### src/rtl/cond_flag_scheduler_pkg.sv
// Shared definitions for the conditional-issue / flag-writer scheduler:
// condition codes, scheduler state encoding and parameter limits.
package cond_flag_scheduler_pkg;

  // Condition field values that always execute
  localparam logic [3:0] COND_AL = 4'b1110;
  localparam logic [3:0] COND_NV = 4'b1111;

  // Legal upper limits for the scheduler parameters
  localparam int FLAG_LAT_MAX  = 4;
  localparam int BR_SHADOW_MAX = 3;

  // Width of the in-flight writer count (0..FLAG_LAT_MAX)
  localparam int CNT_W = 3;

  typedef enum logic {
    RUN   = 1'b0,
    FLUSH = 1'b1
  } sched_state_e;

  // An instruction reads the flags unless its condition is AL or NV
  function automatic logic is_conditional(input logic [3:0] cond);
    return !((cond == COND_AL) || (cond == COND_NV));
  endfunction

endpackage

### src/rtl/cond_flag_scheduler_flag_pending_tracker.sv
// Tracks flag-setting instructions between ID issue and status-register
// writeback as a FLAG_LAT-deep shift register; reports occupancy.
module flag_pending_tracker
  import cond_flag_scheduler_pkg::*;
#(
  parameter int FLAG_LAT = 1
) (
  input  logic             clk,
  input  logic             rst,
  input  logic             push,
  input  logic             advance,
  output logic             busy,
  output logic [CNT_W-1:0] cnt
);

  logic [FLAG_LAT-1:0] pend;

  generate
    if (FLAG_LAT == 1) begin : g_single
      // Single-stage latency: the writer is visible for exactly one cycle
      always_ff @(posedge clk) begin
        if (rst) begin
          pend <= '0;
        end else if (advance) begin
          pend <= push;
        end
      end
    end else begin : g_multi
      // Each writer walks through FLAG_LAT stages before falling out
      always_ff @(posedge clk) begin
        if (rst) begin
          pend <= '0;
        end else if (advance) begin
          pend <= {pend[FLAG_LAT-2:0], push};
        end
      end
    end
  endgenerate

  // Any set stage means the status register is not yet architecturally valid
  always_comb begin
    busy = |pend;
  end

  // Number of writers still in flight
  always_comb begin
    cnt = '0;
    for (int i = 0; i < FLAG_LAT; i++) begin
      cnt = cnt + {{(CNT_W-1){1'b0}}, pend[i]};
    end
  end

endmodule

### src/rtl/cond_flag_scheduler.sv
// ID-stage scheduler: stalls conditional instructions until in-flight
// flag writers have drained, gates issue into an execute enable, and
// flushes IF plus the branch shadow after a taken branch.
// Optional macro COND_SCHED_STATS_EN adds saturating stall/flush counters.
module cond_flag_scheduler
  import cond_flag_scheduler_pkg::*;
#(
  parameter int FLAG_LAT  = 1,
  parameter int BR_SHADOW = 1
) (
  input  logic             clk,
  input  logic             rst,
  input  logic             freeze,
  input  logic             id_valid,
  input  logic [3:0]       id_cond,
  input  logic             id_s,
  input  logic             id_is_branch,
  input  logic             cond_pass,
  output logic             id_issue,
  output logic             exec_en,
  output logic             hazard_stall,
  output logic             branch_taken,
  output logic             if_flush,
  output logic [CNT_W-1:0] pend_cnt
`ifdef COND_SCHED_STATS_EN
  ,
  output logic [15:0]      stall_cycles,
  output logic [15:0]      flush_cycles
`endif
);

  localparam int SH_W = $clog2(BR_SHADOW_MAX);

  sched_state_e    state;
  logic [SH_W-1:0] sh_cnt;
  logic            cond_instr;
  logic            pend_busy;
  logic [CNT_W-1:0] trk_cnt;
  logic            push;
  logic            advance;

  assign cond_instr = is_conditional(id_cond);
  assign push       = id_issue & exec_en & id_s;
  assign advance    = ~freeze;

  flag_pending_tracker #(
    .FLAG_LAT (FLAG_LAT)
  ) u_tracker (
    .clk     (clk),
    .rst     (rst),
    .push    (push),
    .advance (advance),
    .busy    (pend_busy),
    .cnt     (trk_cnt)
  );

  // Reset forces a quiet reset cycle; otherwise expose the live writer count
  assign pend_cnt = rst ? '0 : trk_cnt;

  // Issue decision for the instruction in ID; reset and freeze silence everything
  always_comb begin
    hazard_stall = 1'b0;
    id_issue     = 1'b0;
    exec_en      = 1'b0;
    branch_taken = 1'b0;
    if_flush     = 1'b0;
    if (!rst && !freeze) begin
      if (state == RUN) begin
        hazard_stall = id_valid & cond_instr & pend_busy;
        id_issue     = id_valid & ~hazard_stall;
        exec_en      = id_issue & (~cond_instr | cond_pass);
        branch_taken = exec_en & id_is_branch;
        if_flush     = branch_taken;
      end else begin
        if_flush = 1'b1;
      end
    end
  end

  // Scheduler state: enter FLUSH on a taken branch and count out the shadow slots
  always_ff @(posedge clk) begin
    if (rst) begin
      state  <= RUN;
      sh_cnt <= '0;
    end else if (!freeze) begin
      case (state)
        RUN: begin
          if (branch_taken) begin
            state  <= FLUSH;
            sh_cnt <= SH_W'(BR_SHADOW - 1);
          end
        end
        FLUSH: begin
          if (sh_cnt == '0) begin
            state <= RUN;
          end else begin
            sh_cnt <= sh_cnt - 1'b1;
          end
        end
        default: begin
          state  <= RUN;
          sh_cnt <= '0;
        end
      endcase
    end
  end

`ifdef COND_SCHED_STATS_EN
  logic [15:0] stall_q;
  logic [15:0] flush_q;

  // Saturating occupancy statistics; stall/flush are already 0 while frozen
  always_ff @(posedge clk) begin
    if (rst) begin
      stall_q <= '0;
      flush_q <= '0;
    end else begin
      if (hazard_stall && (stall_q != 16'hFFFF)) begin
        stall_q <= stall_q + 16'd1;
      end
      if (if_flush && (flush_q != 16'hFFFF)) begin
        flush_q <= flush_q + 16'd1;
      end
    end
  end

  assign stall_cycles = rst ? 16'd0 : stall_q;
  assign flush_cycles = rst ? 16'd0 : flush_q;
`endif

endmodule

### config.mk
export PLATFORM = sky130hd
export DESIGN_NAME = cond_flag_scheduler
export DESIGN_NICKNAME = d
export VERILOG_FILES = /design/src/rtl/cond_flag_scheduler_pkg.sv /design/src/rtl/cond_flag_scheduler_flag_pending_tracker.sv /design/src/rtl/cond_flag_scheduler.sv
export SDC_FILE = /design/constraint.sdc
export NUM_CORES = 1
export LEC_CHECK = 0
export ABC_CLOCK_PERIOD_IN_PS = 2000
export CORE_AREA = 2 2 39 41
export CTS_CLUSTER_SIZE = 40
export DETAILED_ROUTE_END_ITERATION = 7
export DIE_AREA = 0 0 41 43
export PLACE_DENSITY = 0.6
export SLEW_MARGIN = 20
export SYNTH_ARGS = -nofsm -noshare
export SYNTH_HDL_FRONTEND = slang
export SYNTH_HIERARCHICAL = 1
export SYNTH_SLANG_ARGS = --single-unit
### constraint.sdc
create_clock -name clk -period 2 [get_ports clk]
set_input_delay 0.4 -clock clk [delete_from_list [all_inputs] [get_ports clk]]
set_output_delay 0.4 -clock clk [all_outputs]
set_load 0.05 [all_outputs]
==> metrics.md, run 1 <==
| Metric | Value |
|---|---|
| HPWL Detailed | 696 µm |
| Hold Path Class | reg -> reg |
| Final Skew | 4.00 ps |
| Post-synth EDFFs | 0 |
| Period utilization | 97.8% |
| Hold_sp | sh_cnt[1] |
| Register bit count reported by yosys | 4 |
| Worst hold stages | 2 |
| GRT Total Usage | 13.0% |
| Non-Filler Instances | 79 |
| Mapped Area | 323 µm² |
| Peak Freq | 511 MHz |
| Critical path class | in -> out |
| Synth top area share | 24.8% |
| Crit path launch type | primary input |
| Core Area | 1380 µm² |
| Reg2reg end | sh_cnt[0] |
| Largest net degree at the start of global routing | 10 |
| I/O pin count | 19 |
| Max-Cap Viols | 0 |
| Initial antenna violation count | 0 |
| WP data required | 1600 ps |
| Clock-pin slew on the worst setup and hold paths | 40 ps |
| Post-synth top flop | dfxtp_1 |
| Netlist cell types | 23 |
| Clock Tree Buf Depth | 2 |
| H-tree level count | 1 |
| Total wire length | 891 µm |
| Die area | 1760 µm² |
| PD cells | 403 nW/µm² |
| Per-cell routed wire length | 11.3 µm |
| Total gr overflow | 0 |
| Power consumption | 0.258 mW |
| Initial core utilization | 23.3% |
| Synth area leader | dfxtp_1 |
| ANT cells | 0 |
| Vias | 345 |
| Reg2reg path depth | 5 |
| Placed Cells | 74 |
| Vias per inst | 4.37 |
| Measured slew at the worst slew-check pin | 932 ps |
| Final hold violation count | 0 |
| Drt pass-1 iters | 3 |
| Crit-path cells | clkdlybuf4s15_1 > or4b_4 > a211oi_4 > buf_12 |
| Final RePlAce weighted congestion | 0.648 |
| Mean Syn Cell Area | 8.07 µm² |
| Synth cell count leaders | dfxtp_1, inv_1 |
| Status | finished clean |
| Reg-to-reg slack, setup | 400 ps |
| Crit end category | output pin |
| Period minus WS final | 1960 ps |
| Max_slew headroom | 37.7% |
| YS warnings | 6 |
| Seq/Total Area, Yosys | 24.8% |
| Clock buffer count from CTS | 3 |
| Residual DRC count | 0 |
| Crit-path max FO | 4 |
| First-pass GRT wire length | 1570 µm |
| Syn Inst Count | 40 |
| Leak pwr | 0.261 nW |
| Root Driver | clkbuf_4 |
| Cell row count | 14 |
| Worst EP arrival | 1560 ps |
| Clock Sinks | 4 |
| Slew Viols, Final | 0 |
| Number of global-route vias before repair | 385 |
| Final setup vio count | 0 |
| Unrepaired setup endpoints after global routing | no |
| CTS tree | yes |
| IO buf count | 15 |
| Share of cells above drive strength 1 | 42.9% |
| Final net count | 77 |
| Peak supply drop | 0.000254 V |
| Max stage delay on crit path | 550 ps |
| Reg-to-Reg Start | state |
| WHS Endpoint | sh_cnt[1] |
| Top post-synthesis cells by area | dfxtp_1, buf_4, nand3b_1 |
| Crit-path slowest cell | or4b_4 |
| Share of synthesized registers carrying an async set or reset | 0% |
| Die H | 43 µm |
| Iteration-0 DRC Markers | 1 |
| Worst-Skew Late Latency | 230 ps |
| Die width | 41 µm |
| Post-route ant nets | 0 |
| Synthesis-to-layout area growth | 98.4% |
[report_power, final]
part / leakage, nW / switching [mW] / total, mW / internal [mW]
clock: 0.0138 / 0.0333 / 0.100 / 0.0672
combinational: 0.214 / 0.0390 / 0.0763 / 0.0373
sequential: 0.0327 / 0.000504 / 0.0813 / 0.0808
[per-layer routing]
metal	vias up	wire length (µm)	GRT usage, %
met5	-	0	0
met4	0	0	2.00
met3	0	26	4.71
met2	4	512	21.9
met1	164	353	15.1
li1	177	-	-
[how the worst max path moves through the flow]
stage / start / endpoint
after floorplan: freeze / branch_taken
after global placement: freeze / branch_taken
after detailed placement: freeze / branch_taken
after CTS: state / branch_taken
after global routing: freeze / branch_taken
final: freeze / branch_taken
[through the flow]
stage               cell area, µm²  TNS, ps  hold WS [ps]  utilization [%]  worst slack, ps
floorplan                      337        0           471                -              108
global placement               582     -795           491             42.0             -230
detailed placement             582     -825           508             42.0             -231
CTS                            626    -11.1           506             45.2            -11.1
global route                   641        0           525             46.3             2.05
finish                         641        0           510             46.3             44.1
[critical path: cells and delay by family]
family | cells | cell delay (ps)
and+or+nand+nor | 1 | 550
buffers and inverters | 2 | 360
AOI/OAI and AO/OA | 1 | 240
[placed cells by master (no fill, tap or decap), drive strengths merged, types with 2 or more instances in the layout]
cell / n
dfxtp: 4
nor2b: 3
nand2: 2
inv: 4
nor2: 3
clkbuf: 3
nand3b: 3
buf: 14
dlygate4sd2: 2
clkdlybuf4s50: 5
conb: 2
a21oi: 3
[cell type report]
type | instances | area (µm²)
fillers | 142 | 743
flip-flops and latches | 4 | 81.3
repair buffers | 22 | 255
clock buffers | 3 | 22.5
inverters | 4 | 15.0
well taps | 16 | 20.0
multi-input cells | 30 | 246
[flip-flops by register name, indices dropped and copies added (netlist names)]
name	cells
sh_cnt	2
state	1
u_tracker/busy	1
[repair_timing]
action | in CTS | in global routing
buffers inserted | 2 | 0
pin swaps | 4 | 2
hold buffers | 0 | 0
resized for setup | 12 | 2
setup endpoints to repair | 5 | 4
[kinds of logic after synthesis]
| group | Yosys count | synth area share (%) |
|---|---|---|
| AND/OR/NAND/NOR | 17 | 33.3 |
| flip-flops | 4 | 24.8 |
| AO/OA/AOI/OAI | 9 | 22.1 |
| multiplexers | 1 | 3.10 |
| buffers and inverters | 7 | 11.6 |
| other | 1 | 1.16 |
| adder cells (fa/ha/maj) | 1 | 3.88 |
Note: power is estimated with default switching activity, not from simulation.
==> inputs of run 2 (changes only) <==
Settings changed: HOLD_SLACK_MARGIN set to 0.08, PLACE_DENSITY 0.6 to unset, PLACE_DENSITY_LB_ADDON set to 0.05.
==> metrics.md, run 2 (synthesized netlist as in run 1, its figures left out) <==
| Metric | Value |
|---|---|
| Per-cell routed wire length | 12.9 µm (+14%) |
| Period minus WS final | 1960 ps (+6.49 ps) |
| Worst EP arrival | 1560 ps (about the same) |
| Commonest cells after routing, fill and taps aside | buf_12, buf_4, clkdlybuf4s50_1, inv_1 |
| Crit path launch type | primary input |
| Peak supply drop | 0.000251 V (-1.3%) |
| Iteration-0 DRC Markers | 0 (-1) |
| Largest register FFs | 2 (unchanged) |
| Root Driver | clkbuf_4 |
| Initial antenna violation count | 0 (unchanged) |
| Cell row count | 14 (unchanged) |
| Final hold violation count | 0 (unchanged) |
| Total gr overflow | 0 (unchanged) |
| Die width | 41 µm (unchanged) |
| Max-Cap Viols | 0 (unchanged) |
| Synthesis-to-layout area growth | 95.3% |
| Top reg by flops | sh_cnt |
| Die area | 1760 µm² (unchanged) |
| Drt pass-1 iters | 1 (-2) |
| Worst hold stages | 2 (unchanged) |
| Metal-1 WL | 351 µm (-0.57%) |
| PD cells | 403 nW/µm² (+0.11%) |
| Die H | 43 µm (unchanged) |
| Vias | 346 (+0.29%) |
| ANT cells | 0 (unchanged) |
| Met2 wire len | 572 µm (+12%) |
| HPWL Detailed | 763 µm (+9.6%) |
| Final net count | 76 (-1.3%) |
| Crit-path max FO | 4 (unchanged) |
| Setup_tns | 0 ps (unchanged) |
| CTS tree | yes |
| Final setup vio count | 0 (unchanged) |
| Final RePlAce weighted congestion | 0.692 (+6.8%) |
| WL met3 | 81 µm (+210%) |
| Share of cells above drive strength 1 | 40.3% (-2.5 points) |
| Leak pwr | 0.264 nW (+1.1%) |
| Total wire length | 1010 µm (+13%) |
| IO buf count | 15 (unchanged) |
| Measured slew at the worst slew-check pin | 934 ps (+2.04 ps) |
| Unrepaired setup endpoints after global routing | no |
| Largest net degree at the start of global routing | 10 (unchanged) |
| Clock buffer count from CTS | 3 (unchanged) |
| H-tree level count | 1 (unchanged) |
| Post-route ant nets | 0 (unchanged) |
| WP data required | 1600 ps (about the same) |
| Highest routed layer | met3 |
| Max_slew headroom | 37.6% (-0.14 points) |
| Hold Path Class | reg -> reg |
| Initial core utilization | 23.3% (unchanged) |
| Power consumption | 0.254 mW (-1.5%) |
| Peak Freq | 510 MHz (-0.33%) |
| Clock Sinks | 4 (unchanged) |
| Hold_buf cts | 0 (unchanged) |
| Final Skew | 3.94 ps (-0.0623 ps) |
| I/O pin count | 19 (unchanged) |
| Fill cell count | 144 (+1.4%) |
| Critical path class | in -> out |
| First-pass GRT wire length | 1570 µm (unchanged) |
| Reg-to-reg slack, setup | 420 ps (+20 ps) |
| Slew Viols, Final | 0 (unchanged) |
| Worst-Skew Late Latency | 230 ps (about the same) |
| Period utilization | 98.1% (+0.32 points) |
| GRT Total Usage | 13.5% (+0.59 points) |
| Core Area | 1380 µm² (unchanged) |
| Clock-pin slew on the worst setup and hold paths | 30 ps (about the same) |
| Reg2reg path depth | 5 (unchanged) |
| Crit end category | output pin |
| Number of global-route vias before repair | 384 (-0.26%) |
| Residual DRC count | 0 (unchanged) |
| Vias per inst | 4.44 (+1.6%) |
| Status | finished clean |
| Clock Tree Buf Depth | 2 (unchanged) |
==> run 2: cell count changes in the layout (fill, tap and decap cells not counted) <==
cell            delta
buf_4              -1
nor2_4             +1
dlygate4sd2_1      -1
dlymetal6s2s_1     +1
a21oi_1            +1
a21oi_4            -1
nor2_2             -1
==> run 2: worst paths after layout <==
| kind | start | endpoint |
|---|---|---|
| hold reg to reg | sh_cnt[1] | sh_cnt[1] |
| setup / recovery | freeze | hazard_stall |
| setup reg to reg | state | sh_cnt[0] |
| hold / removal | sh_cnt[1] | sh_cnt[1] |
==> run 2: critical path, cell delays in order <==
cell             delay [ps]
clkdlybuf4s15_1         190
or4b_4                  540
buf_4                   170
nor2_4                  120
buf_12                  140
==> run 2: what timing repair did <==
item	4_1_cts	5_1_grt
resized for setup	10	3
pin swaps	2	2
endpoints found under the setup margin	5	3
cloned	0	0
buffers inserted	3	0
==> run 2: cell type report <==
class                           instances  area, µm²  area share [%]
Timing Repair Buffer                   21        251            39.9
Multi-Input combinational cell         30        240            38.1
Sequential cell                         4       81.3            12.9
Clock buffer                            3       22.5            3.57
Tap cell                               16       20.0            3.17
Inverter                                4       15.0            2.38
==> run 2: where the power goes <==
part	total, mW	switching, mW	internal (mW)
Combinational	0.0746	0.0385	0.0361
Sequential	0.0813	0.000485	0.0808
Clock	0.0984	0.0314	0.0670
==> run 2: per-layer routing <==
| metal | up-vias | global-route usage (%) |
|---|---|---|
| met5 | - | 0 |
| met4 | 0 | 10.0 |
| met3 | 0 | 3.66 |
| met2 | 12 | 21.9 |
| met1 | 159 | 13.8 |
| li1 | 175 | - |
==> run 2: metrics by stage <==
| stage | area, µm² | setup WS [ps] | hold WS (ps) | utilization (%) | std cells |
|---|---|---|---|---|---|
| 6_report | 631 | 37.7 | 502 | 45.6 | 78 |
| 5_1_grt | 631 | 13.8 | 514 | 45.6 | 78 |
| 4_1_cts | 616 | -19.0 | 505 | 44.5 | 78 |
| 3_5_place_dp | 567 | -239 | 500 | 41.0 | 72 |
| 3_3_place_gp | 567 | -211 | 486 | 41.0 | 72 |
| 2_1_floorplan | 337 | 108 | 471 | - | 41 |
